`src/rtl/run_mon_pkg.sv`:
```
// Shared types and helpers for the run monitor: FSM state encoding and saturating increment.
package run_mon_pkg;

    typedef enum logic [1:0] {
        IDLE    = 2'd0,
        RUN     = 2'd1,
        DONE    = 2'd2,
        TIMEOUT = 2'd3
    } run_state_t;

    // Increment that sticks at the all-ones value of a counter 'width' bits wide.
    function automatic logic [63:0] sat_inc(input logic [63:0] val, input int unsigned width);
        logic [63:0] max_val;
        max_val = (width >= 64) ? '1 : ((64'd1 << width) - 64'd1);
        return (val >= max_val) ? max_val : val + 64'd1;
    endfunction

endpackage

```
`src/rtl/rv32_run_monitor_if.sv`:
```
// Control, core-status and result signals of the run monitor.
// RUN_MON_SIGNATURE_EN adds the signature result signal.
interface rv32_run_monitor_if #(
    parameter int CNT_W = 32
);
    logic             start;
    logic             clear;
    logic             core_stall;
    logic             core_flush;
    logic             core_halt;
    logic [31:0]      core_wb_result;
    logic             busy;
    logic             done;
    logic             timeout;
    logic [CNT_W-1:0] cycle_count;
    logic [CNT_W-1:0] stall_count;
    logic [CNT_W-1:0] flush_count;
    logic [CNT_W-1:0] retire_count;
    logic [31:0]      final_result;
`ifdef RUN_MON_SIGNATURE_EN
    logic [31:0]      signature;
`endif

    modport master (
        output start, clear, core_stall, core_flush, core_halt, core_wb_result,
        input  busy, done, timeout, cycle_count, stall_count, flush_count,
               retire_count, final_result
`ifdef RUN_MON_SIGNATURE_EN
        , input signature
`endif
    );

    modport slave (
        input  start, clear, core_stall, core_flush, core_halt, core_wb_result,
        output busy, done, timeout, cycle_count, stall_count, flush_count,
               retire_count, final_result
`ifdef RUN_MON_SIGNATURE_EN
        , output signature
`endif
    );
endinterface

```
`src/rtl/run_mon_sat_counter.sv`:
```
// Saturating event counter with synchronous clear; never wraps past all-ones.
module run_mon_sat_counter
    import run_mon_pkg::*;
#(
    parameter int CNT_W = 32
) (
    input  logic             clk,
    input  logic             rst,
    input  logic             inc,
    input  logic             clr,
    output logic [CNT_W-1:0] count
);
    logic [CNT_W-1:0] count_next;

    assign count_next = CNT_W'(sat_inc(64'(count), CNT_W));

    always_ff @(posedge clk or posedge rst) begin
        if (rst) begin
            count <= '0;
        end else if (clr) begin
            count <= '0;
        end else if (inc) begin
            count <= count_next;
        end
    end
endmodule

```
`src/rtl/rv32_run_monitor.sv`:
```
// Run monitor: measures one program run from start to core halt or watchdog expiry.
// Optional RUN_MON_SIGNATURE_EN folds every retired writeback value into a signature.
//
// state   | meaning
// IDLE    | waiting for start, all results zero
// RUN     | counting core activity
// DONE    | core halted, results frozen
// TIMEOUT | watchdog expired, results frozen
module rv32_run_monitor
    import run_mon_pkg::*;
#(
    parameter int CNT_W          = 32,
    parameter int TIMEOUT_CYCLES = 200
) (
    input  logic                 clk,
    input  logic                 rst,
    rv32_run_monitor_if.slave    bus
);
    localparam logic [CNT_W-1:0] WD_LAST = CNT_W'(TIMEOUT_CYCLES - 1);

    run_state_t       state;
    run_state_t       state_next;
    logic             count_en;
    logic             retire_en;
    logic             wd_fire;
    logic [31:0]      final_result;
    logic [CNT_W-1:0] cycle_count;

    // Halt freezes the counters on its own edge, so only non-halt RUN cycles count.
    assign count_en  = (state == RUN) && !bus.core_halt && !bus.clear;
    assign retire_en = count_en && !bus.core_stall && !bus.core_flush;
    assign wd_fire   = (TIMEOUT_CYCLES != 0) && (cycle_count == WD_LAST);

    always_ff @(posedge clk or posedge rst) begin
        if (rst) begin
            state <= IDLE;
        end else begin
            state <= state_next;
        end
    end

    always_comb begin
        state_next = state;
        if (bus.clear) begin
            state_next = IDLE;
        end else begin
            case (state)
                IDLE:    if (bus.start) state_next = RUN;
                RUN: begin
                    if (bus.core_halt)  state_next = DONE;
                    else if (wd_fire)   state_next = TIMEOUT;
                end
                default: state_next = state;
            endcase
        end
    end

    always_ff @(posedge clk or posedge rst) begin
        if (rst) begin
            final_result <= '0;
        end else if (bus.clear) begin
            final_result <= '0;
        end else if ((state == RUN) && bus.core_halt) begin
            final_result <= bus.core_wb_result;
        end
    end

    run_mon_sat_counter #(.CNT_W(CNT_W)) u_cycle (
        .clk(clk), .rst(rst), .inc(count_en), .clr(bus.clear), .count(cycle_count)
    );
    run_mon_sat_counter #(.CNT_W(CNT_W)) u_stall (
        .clk(clk), .rst(rst), .inc(count_en && bus.core_stall), .clr(bus.clear),
        .count(bus.stall_count)
    );
    run_mon_sat_counter #(.CNT_W(CNT_W)) u_flush (
        .clk(clk), .rst(rst), .inc(count_en && bus.core_flush), .clr(bus.clear),
        .count(bus.flush_count)
    );
    run_mon_sat_counter #(.CNT_W(CNT_W)) u_retire (
        .clk(clk), .rst(rst), .inc(retire_en), .clr(bus.clear), .count(bus.retire_count)
    );

`ifdef RUN_MON_SIGNATURE_EN
    logic [31:0] signature;

    always_ff @(posedge clk or posedge rst) begin
        if (rst) begin
            signature <= '0;
        end else if (bus.clear) begin
            signature <= '0;
        end else if (retire_en) begin
            signature <= {signature[30:0], signature[31]} ^ bus.core_wb_result;
        end
    end

    assign bus.signature = signature;
`endif

    assign bus.busy         = (state == RUN);
    assign bus.done         = (state == DONE);
    assign bus.timeout      = (state == TIMEOUT);
    assign bus.cycle_count  = cycle_count;
    assign bus.final_result = final_result;
endmodule
```
`src/flat_wrapper.sv`:
```
// flat-port wrapper written by rule: the top's interface ports become plain ports
module rv32_run_monitor_flat import run_mon_pkg::*;
#(
    parameter int CNT_W          = 32,
    parameter int TIMEOUT_CYCLES = 200
)
  (clk, rst, bus_start, bus_clear, bus_core_stall, bus_core_flush, bus_core_halt, bus_core_wb_result, bus_busy, bus_done, bus_timeout, bus_cycle_count, bus_stall_count, bus_flush_count, bus_retire_count, bus_final_result);
  rv32_run_monitor_if #(.CNT_W(CNT_W)) bus_i ();
  input  logic clk;
  input  logic rst;
  input wire logic [$bits(bus_i.start)-1:0] bus_start;
  input wire logic [$bits(bus_i.clear)-1:0] bus_clear;
  input wire logic [$bits(bus_i.core_stall)-1:0] bus_core_stall;
  input wire logic [$bits(bus_i.core_flush)-1:0] bus_core_flush;
  input wire logic [$bits(bus_i.core_halt)-1:0] bus_core_halt;
  input wire logic [$bits(bus_i.core_wb_result)-1:0] bus_core_wb_result;
  output wire logic [$bits(bus_i.busy)-1:0] bus_busy;
  output wire logic [$bits(bus_i.done)-1:0] bus_done;
  output wire logic [$bits(bus_i.timeout)-1:0] bus_timeout;
  output wire logic [$bits(bus_i.cycle_count)-1:0] bus_cycle_count;
  output wire logic [$bits(bus_i.stall_count)-1:0] bus_stall_count;
  output wire logic [$bits(bus_i.flush_count)-1:0] bus_flush_count;
  output wire logic [$bits(bus_i.retire_count)-1:0] bus_retire_count;
  output wire logic [$bits(bus_i.final_result)-1:0] bus_final_result;
  assign bus_i.start = bus_start;
  assign bus_i.clear = bus_clear;
  assign bus_i.core_stall = bus_core_stall;
  assign bus_i.core_flush = bus_core_flush;
  assign bus_i.core_halt = bus_core_halt;
  assign bus_i.core_wb_result = bus_core_wb_result;
  assign bus_busy = bus_i.busy;
  assign bus_done = bus_i.done;
  assign bus_timeout = bus_i.timeout;
  assign bus_cycle_count = bus_i.cycle_count;
  assign bus_stall_count = bus_i.stall_count;
  assign bus_flush_count = bus_i.flush_count;
  assign bus_retire_count = bus_i.retire_count;
  assign bus_final_result = bus_i.final_result;
  rv32_run_monitor #(.CNT_W(CNT_W), .TIMEOUT_CYCLES(TIMEOUT_CYCLES)) u_core (.clk(clk), .rst(rst), .bus(bus_i));
endmodule
```
`config.mk`:
```
export PLATFORM = sky130hd
export DESIGN_NAME = rv32_run_monitor_flat
export DESIGN_NICKNAME = d
export VERILOG_FILES = /design/src/rtl/run_mon_pkg.sv /design/src/rtl/rv32_run_monitor_if.sv /design/src/rtl/run_mon_sat_counter.sv /design/src/rtl/rv32_run_monitor.sv /design/src/flat_wrapper.sv
export SDC_FILE = /design/constraint.sdc
export NUM_CORES = 1
export LEC_CHECK = 0
export ABC_AREA = 1
export CAP_MARGIN = 20
export CORE_UTILIZATION = 57
export DETAILED_ROUTE_END_ITERATION = 16
export PLACE_DENSITY = 0.87
export SYNTH_ARGS = -nofsm -noshare
export SYNTH_HDL_FRONTEND = slang
export SYNTH_SLANG_ARGS = --single-unit
```
`constraint.sdc`:
```
create_clock -name clk -period 12.75 [get_ports clk]
set_clock_uncertainty 0.1 [all_clocks]
set_input_delay 1.275 -clock clk [delete_from_list [all_inputs] [get_ports clk]]
set_output_delay 1.275 -clock clk [all_outputs]
set_load 0.01 [all_outputs]
```
**Word level (Yosys, flattened, before mapping)**

Cells that the tools add are included.

- Add/sub/neg operators: 4
- Order comparisons: 4
- Eq/ne operators: 6
- Muxes and demuxes: 19
- Reductions and logical operators: 19

Operators by type and width:

| kind | number |
|---|---|
| $mux 32 | 14 |
| $add 32x1->32 const B | 4 |
| $ge 32x32->1 const B | 4 |
| $eq 32x8->1 const B | 1 |
| $reduce_bool 2->1 | 5 |
| $mux 2 | 4 |
| $logic_and 1x1->1 | 7 |
| $eq 2x2->1 const B | 2 |
| $logic_not 1->1 | 4 |
| $ne 4x3->1 const B | 1 |
| $pmux 2 s2 | 1 |
| $ne 3x3->1 const B | 1 |
| $reduce_and 3->1 | 1 |
| $reduce_bool 3->1 | 1 |
| $eq 2x1->1 const B | 1 |
| $logic_not 2->1 | 1 |

- Register bits after elaboration: 162
- Input bits: 39
- Output and inout port bits: 163
- Logic and storage cells: 58

**Logic depth before layout (Yosys ltp)**

- Depth after elaboration: 7
- Gate-level depth with buffers: 11

**Hierarchy**

A second synthesis with hierarchy kept.

- Cell total of the unflattened synthesis: 1,616
- Area, all modules: 10,442.5 um^2

Modules (own cells, without submodules):

| module | times used | cells each | area each (um^2) | seq. area each (um^2) |
|---|---|---|---|---|
| run_mon_sat_counter | 4 | 348 | 2,198.4 | 800.8 |
| rv32_run_monitor | 1 | 224 | 1,649.1 | 850.8 |

**Worst setup path before layout**

No wires, ideal clock.

- Path kind: input to register
- Start: input bus_clear
- End: register u_core.u_cycle.count[2]
- Setup time: 0.065 ns
- Data arrival time: 2.254 ns
- Required time: 12.585 ns
- Slack: 10.331 ns
- Stages: 8
- Cells stage by stage: buf_4 inv_2 buf_4 nand2_1 inv_2 buf_2 nand2_1 nand2_1

- Word-level cells in the longest chain between the ends: 3
- Elaborated cells on any way between the ends: 4
- Classes of those cells: mux: 1; reduce/logical: 3

Ends and longest elaborated chain:

| item | line | RTL |
|---|---|---|
| from (decl) | flat_wrapper.sv:12 | `input wire logic [$bits(bus_i.clear)-1:0] bus_clear;` |
| $logic_not 1->1 | rv32_run_monitor.sv:30 | `assign count_en = (state == RUN) && !bus.core_halt && !bus.clear;` |
| $logic_and 1x1->1 | rv32_run_monitor.sv:30 |  |
| $reduce_bool 2->1 (no line) | -- |  |
| to (signal assigned) | run_mon_sat_counter.sv:23 | `count <= count_next;` |
| to (decl) | run_mon_sat_counter.sv:11 | `output logic [CNT_W-1:0] count` |

Parallel ways exist; a longest one is shown, timed or not.
A chain may end at the register's enable or synchronous reset.

**Worst setup path in the final report**

- Start: input bus_clear
- End: register u_core.u_stall.count[13]

- Word-level cells in the longest chain between the ends: 4
- Elaborated cells on any way between the ends: 5
- Classes of those cells: mux: 1; reduce/logical: 4

Ends and longest elaborated chain:

| item | line | RTL |
|---|---|---|
| $logic_not 1->1 | rv32_run_monitor.sv:30 |  |
| $logic_and 1x1->1 | rv32_run_monitor.sv:30 |  |
| $logic_and 1x1->1 | rv32_run_monitor.sv:72 | `.clk(clk), .rst(rst), .inc(count_en && bus.core_stall), .clr(bus.clear),` |
| $reduce_bool 2->1 (no line) | -- |  |
| to (signal assigned) | run_mon_sat_counter.sv:23 |  |
| to (decl) | run_mon_sat_counter.sv:11 |  |

Parallel ways exist; a longest one is shown, timed or not.

==> summary.txt <==
Setup path
  – Crit-path leading delay family: buffers and inverters
  – Crit-path cells: clkdlybuf4s50_1 -> nor2_8 -> nand2_4 -> inv_2 -> o21ai_0 -> nand2_1
  – Slowest CP cell: clkdlybuf4s50_1
  – Crit end category: flop
  – Setup Crit Path Kind: in -> reg
  – Worst Path Max Fanout: 36
  – Worst EP required: 13010 ps
  – Arrival time worst endpoint: 3880 ps
  – CP bufs+invs: 2
  – Critical Path Start Type: input pin
  – CP max stage delay: 880 ps

Synthesis
  – Syn_nets: 1659
  – Syn Area/Cell: 6.51 µm²
  – Cells after synthesis: 1616
  – Post-synthesis async set-or-reset flop share: 1.00
  – Mapped cell area: 0.0105 mm²
  – Post-synth EDFFs: 0
  – Ys Warns: 0
  – Top_reg_cell synth: dfrtp_1
  – Largest area contributor in the netlist: dfrtp_1
  – Post-synth top cells: nand2_1, nor2_1, dfrtp_1, nand3_1, inv_1
  – Post-synth cell types: 35
  – Synth Register Bits: 162
  – Top cell type's share of synthesized area: 0.385
  – Most common cell in the netlist: nand2_1
  – Sequential cell area fraction in the yosys report: 0.385
  – Synth top area cells: dfrtp_1, nand2_1, nor2_1

Detailed routing
  – Total Wirelength: 30.6 mm
  – 1st-pass router iterations: 7
  – Final antenna-violating net count: 0
  – Vias per inst: 5.50
  – DRT iter0 DRCs: 1041
  – Wire per inst: 15.0 µm
  – DRC: 0
  – Via count: 11208

Clocking
  – CTS Hold Bufs: 0
  – Postcts setup bufs: 0
  – H-Tree Depth: 4
  – Clock transition at the registers of the reported paths: 60 ps
  – Post-cts gate resize count: 0
  – CTS tree: yes
  – CTS max path bufs: 2
  – Clk root buf: clkbuf_16
  – Num CTS Buffers: 17
  – Clk Latency, worst-skew pair: 430 ps
  – Clk sinks: 162

Timing
  – Fmax: 277 MHz
  – Fin crit period: 3620 ps
  – Hold Fails Final Rpt: 0
  – Final TNS setup: 0 ps
  – Slew HR: 0.383
  – Worst Tran Pin Value: 925 ps
  – Final setup violation count: 0
  – Slew Limit Fails: 0
  – Final WS setup: 9130 ps
  – RSZ-0062 raised after global routing: false
  – Fin crit share: 0.284

Worst hold path
  – Class of the worst hold path: reg -> reg

Place
  – GPL Wtd Cong: 0.926
  – PortBufs: 201
  – Detail Placement HPWL: 21.7 mm
  – Dpl ws: 8720 ps
  – Placed Cells: 2007

Power and ir drop
  – Leakage: 0.00604 µW
  – Peak VDD IR: 0.101 mV
  – Power Density: 92.9 mW/mm²

Global route
  – Grt ovf: 0
  – Initial antenna violation count: 3
  – First-pass GRT wire length: 49.5 mm
  – Largest net degree at the start of global routing: 92
  – Vias in the first global route: 10259
  – Total global-route track usage: 0.332

Die
  – Die footprint: 0.0190 mm²
  – Die Width: 138 µm
  – Num ports: 202
  – # rows: 49
  – Starting Density: 0.584
  – Die H: 138 µm
  – Core area: 0.0180 mm²

Job
  – Maxcap violations: 0

Layout
  – Final Instance Count excl. Fillers: 2039
  – Nets: 1840
  – Layout cell share with drive strength beyond 1: 0.0492
  – Area grow syn2layout: 25.1%

Status
  – Status: finished clean
-- flip-flops by register name (all words and copies together) (netlist names) --
register / flops
u_core.u_cycle.count: 32
u_core.u_flush.count: 32
u_core.bus.final_result: 32
u_core.u_retire.count: 32
u_core.state: 2
u_core.u_stall.count: 32
-- where the power goes --
| group | total [µW] | internal (µW) | switching [µW] |
|---|---|---|---|
| Sequential | 542 | 530 | 12.0 |
| Clock | 532 | 313 | 219 |
| Combinational | 148 | 56.9 | 91.6 |
| Total | 1220 | 900 | 323 |
-- area by class of cell --
type	count	area, µm²
fillers	1473	4860
clock buffers	19	443
inverters	101	384
flip-flops and latches	162	4050
repair buffers	203	2030
well taps	229	287
clock inverters	11	151
diodes	2	5.00
multi-input cells	1312	5810
-- kinds of logic after synthesis --
logic type / Yosys count / share of synthesized area
buf+inv: 142 / 0.0623
simple gates: 1174 / 0.473
compound gates: 114 / 0.0573
xor+xnor: 20 / 0.0167
flops: 162 / 0.385
fa+ha+maj: 4 / 0.00476
-- per-layer routing --
metal | vias to the layer above | global-route usage | wire (µm)
li1 | 5445 | - | -
met1 | 5175 | 0.417 | 12500
met2 | 513 | 0.546 | 14600
met3 | 75 | 0.0787 | 2650
met4 | 0 | 0.137 | 859
met5 | - | 0 | 0
-- worst register-to-register path, cell delays in order, from the launching register on --
cell and delay, ps:
dfrtp_1 400, inv_2 80, nand2_2 80, inv_2 80, nand2_4 100, nor2_8 470, nand2_4 260, inv_2 470
o21ai_0 210, nand2_1 90
-- path summary, 6_finish.rpt --
| check | from | end | slack (ps) | cells after the start |
|---|---|---|---|---|
| worst min register to register | u_core.bus.final_result[22] | u_core.bus.final_result[22] | 370 | 2 |
| worst max register to register | u_core.state[1] | u_core.u_stall.count[13] | 10350 | 9 |
| min in group asynchronous | rst | u_core.u_stall.count[4] | 1280 | 2 |
| max in group asynchronous | rst | u_core.u_retire.count[31] | 9850 | 3 |
| worst min-delay path | u_core.bus.final_result[22] | u_core.bus.final_result[22] | 370 | 2 |
| worst max-delay path | bus_clear | u_core.u_stall.count[13] | 9130 | 6 |
-- layout by cell type, fill, tap and decap left out, types with 3 or more instances in the layout --
master           instances
nand2_1                749
nor2_1                 211
clkdlybuf4s50_1        201
dfrtp_1                162
nand3_1                108
inv_1                   88
o21ai_0                 70
nand3b_1                42
a21oi_1                 17
clkbuf_16               17
o21ai_1                 15
inv_2                   12
xor2_1                  11
nand2_2                 10
nor3_1                   9
nor2_2                   9
nand4_1                  9
xnor2_1                  9
nor2_4                   8
nand2_4                  8
o21ai_2                  4
o211ai_1                 4
inv_6                    4
ha_1                     4
clkinvlp_4               4
or2_1                    3
bufinv_16                3
-- through the flow --
stage	hold WS [ps]	total power [µW]	area, µm²	util
floorplan	391	632	10500	-
global placement	352	697	12600	0.697
detailed placement	357	700	12600	0.697
CTS	373	1230	13200	0.730
global route	390	1260	13200	0.730
finish	367	1220	13200	0.730
No activity file was read; power rests on OpenSTA's default activity.
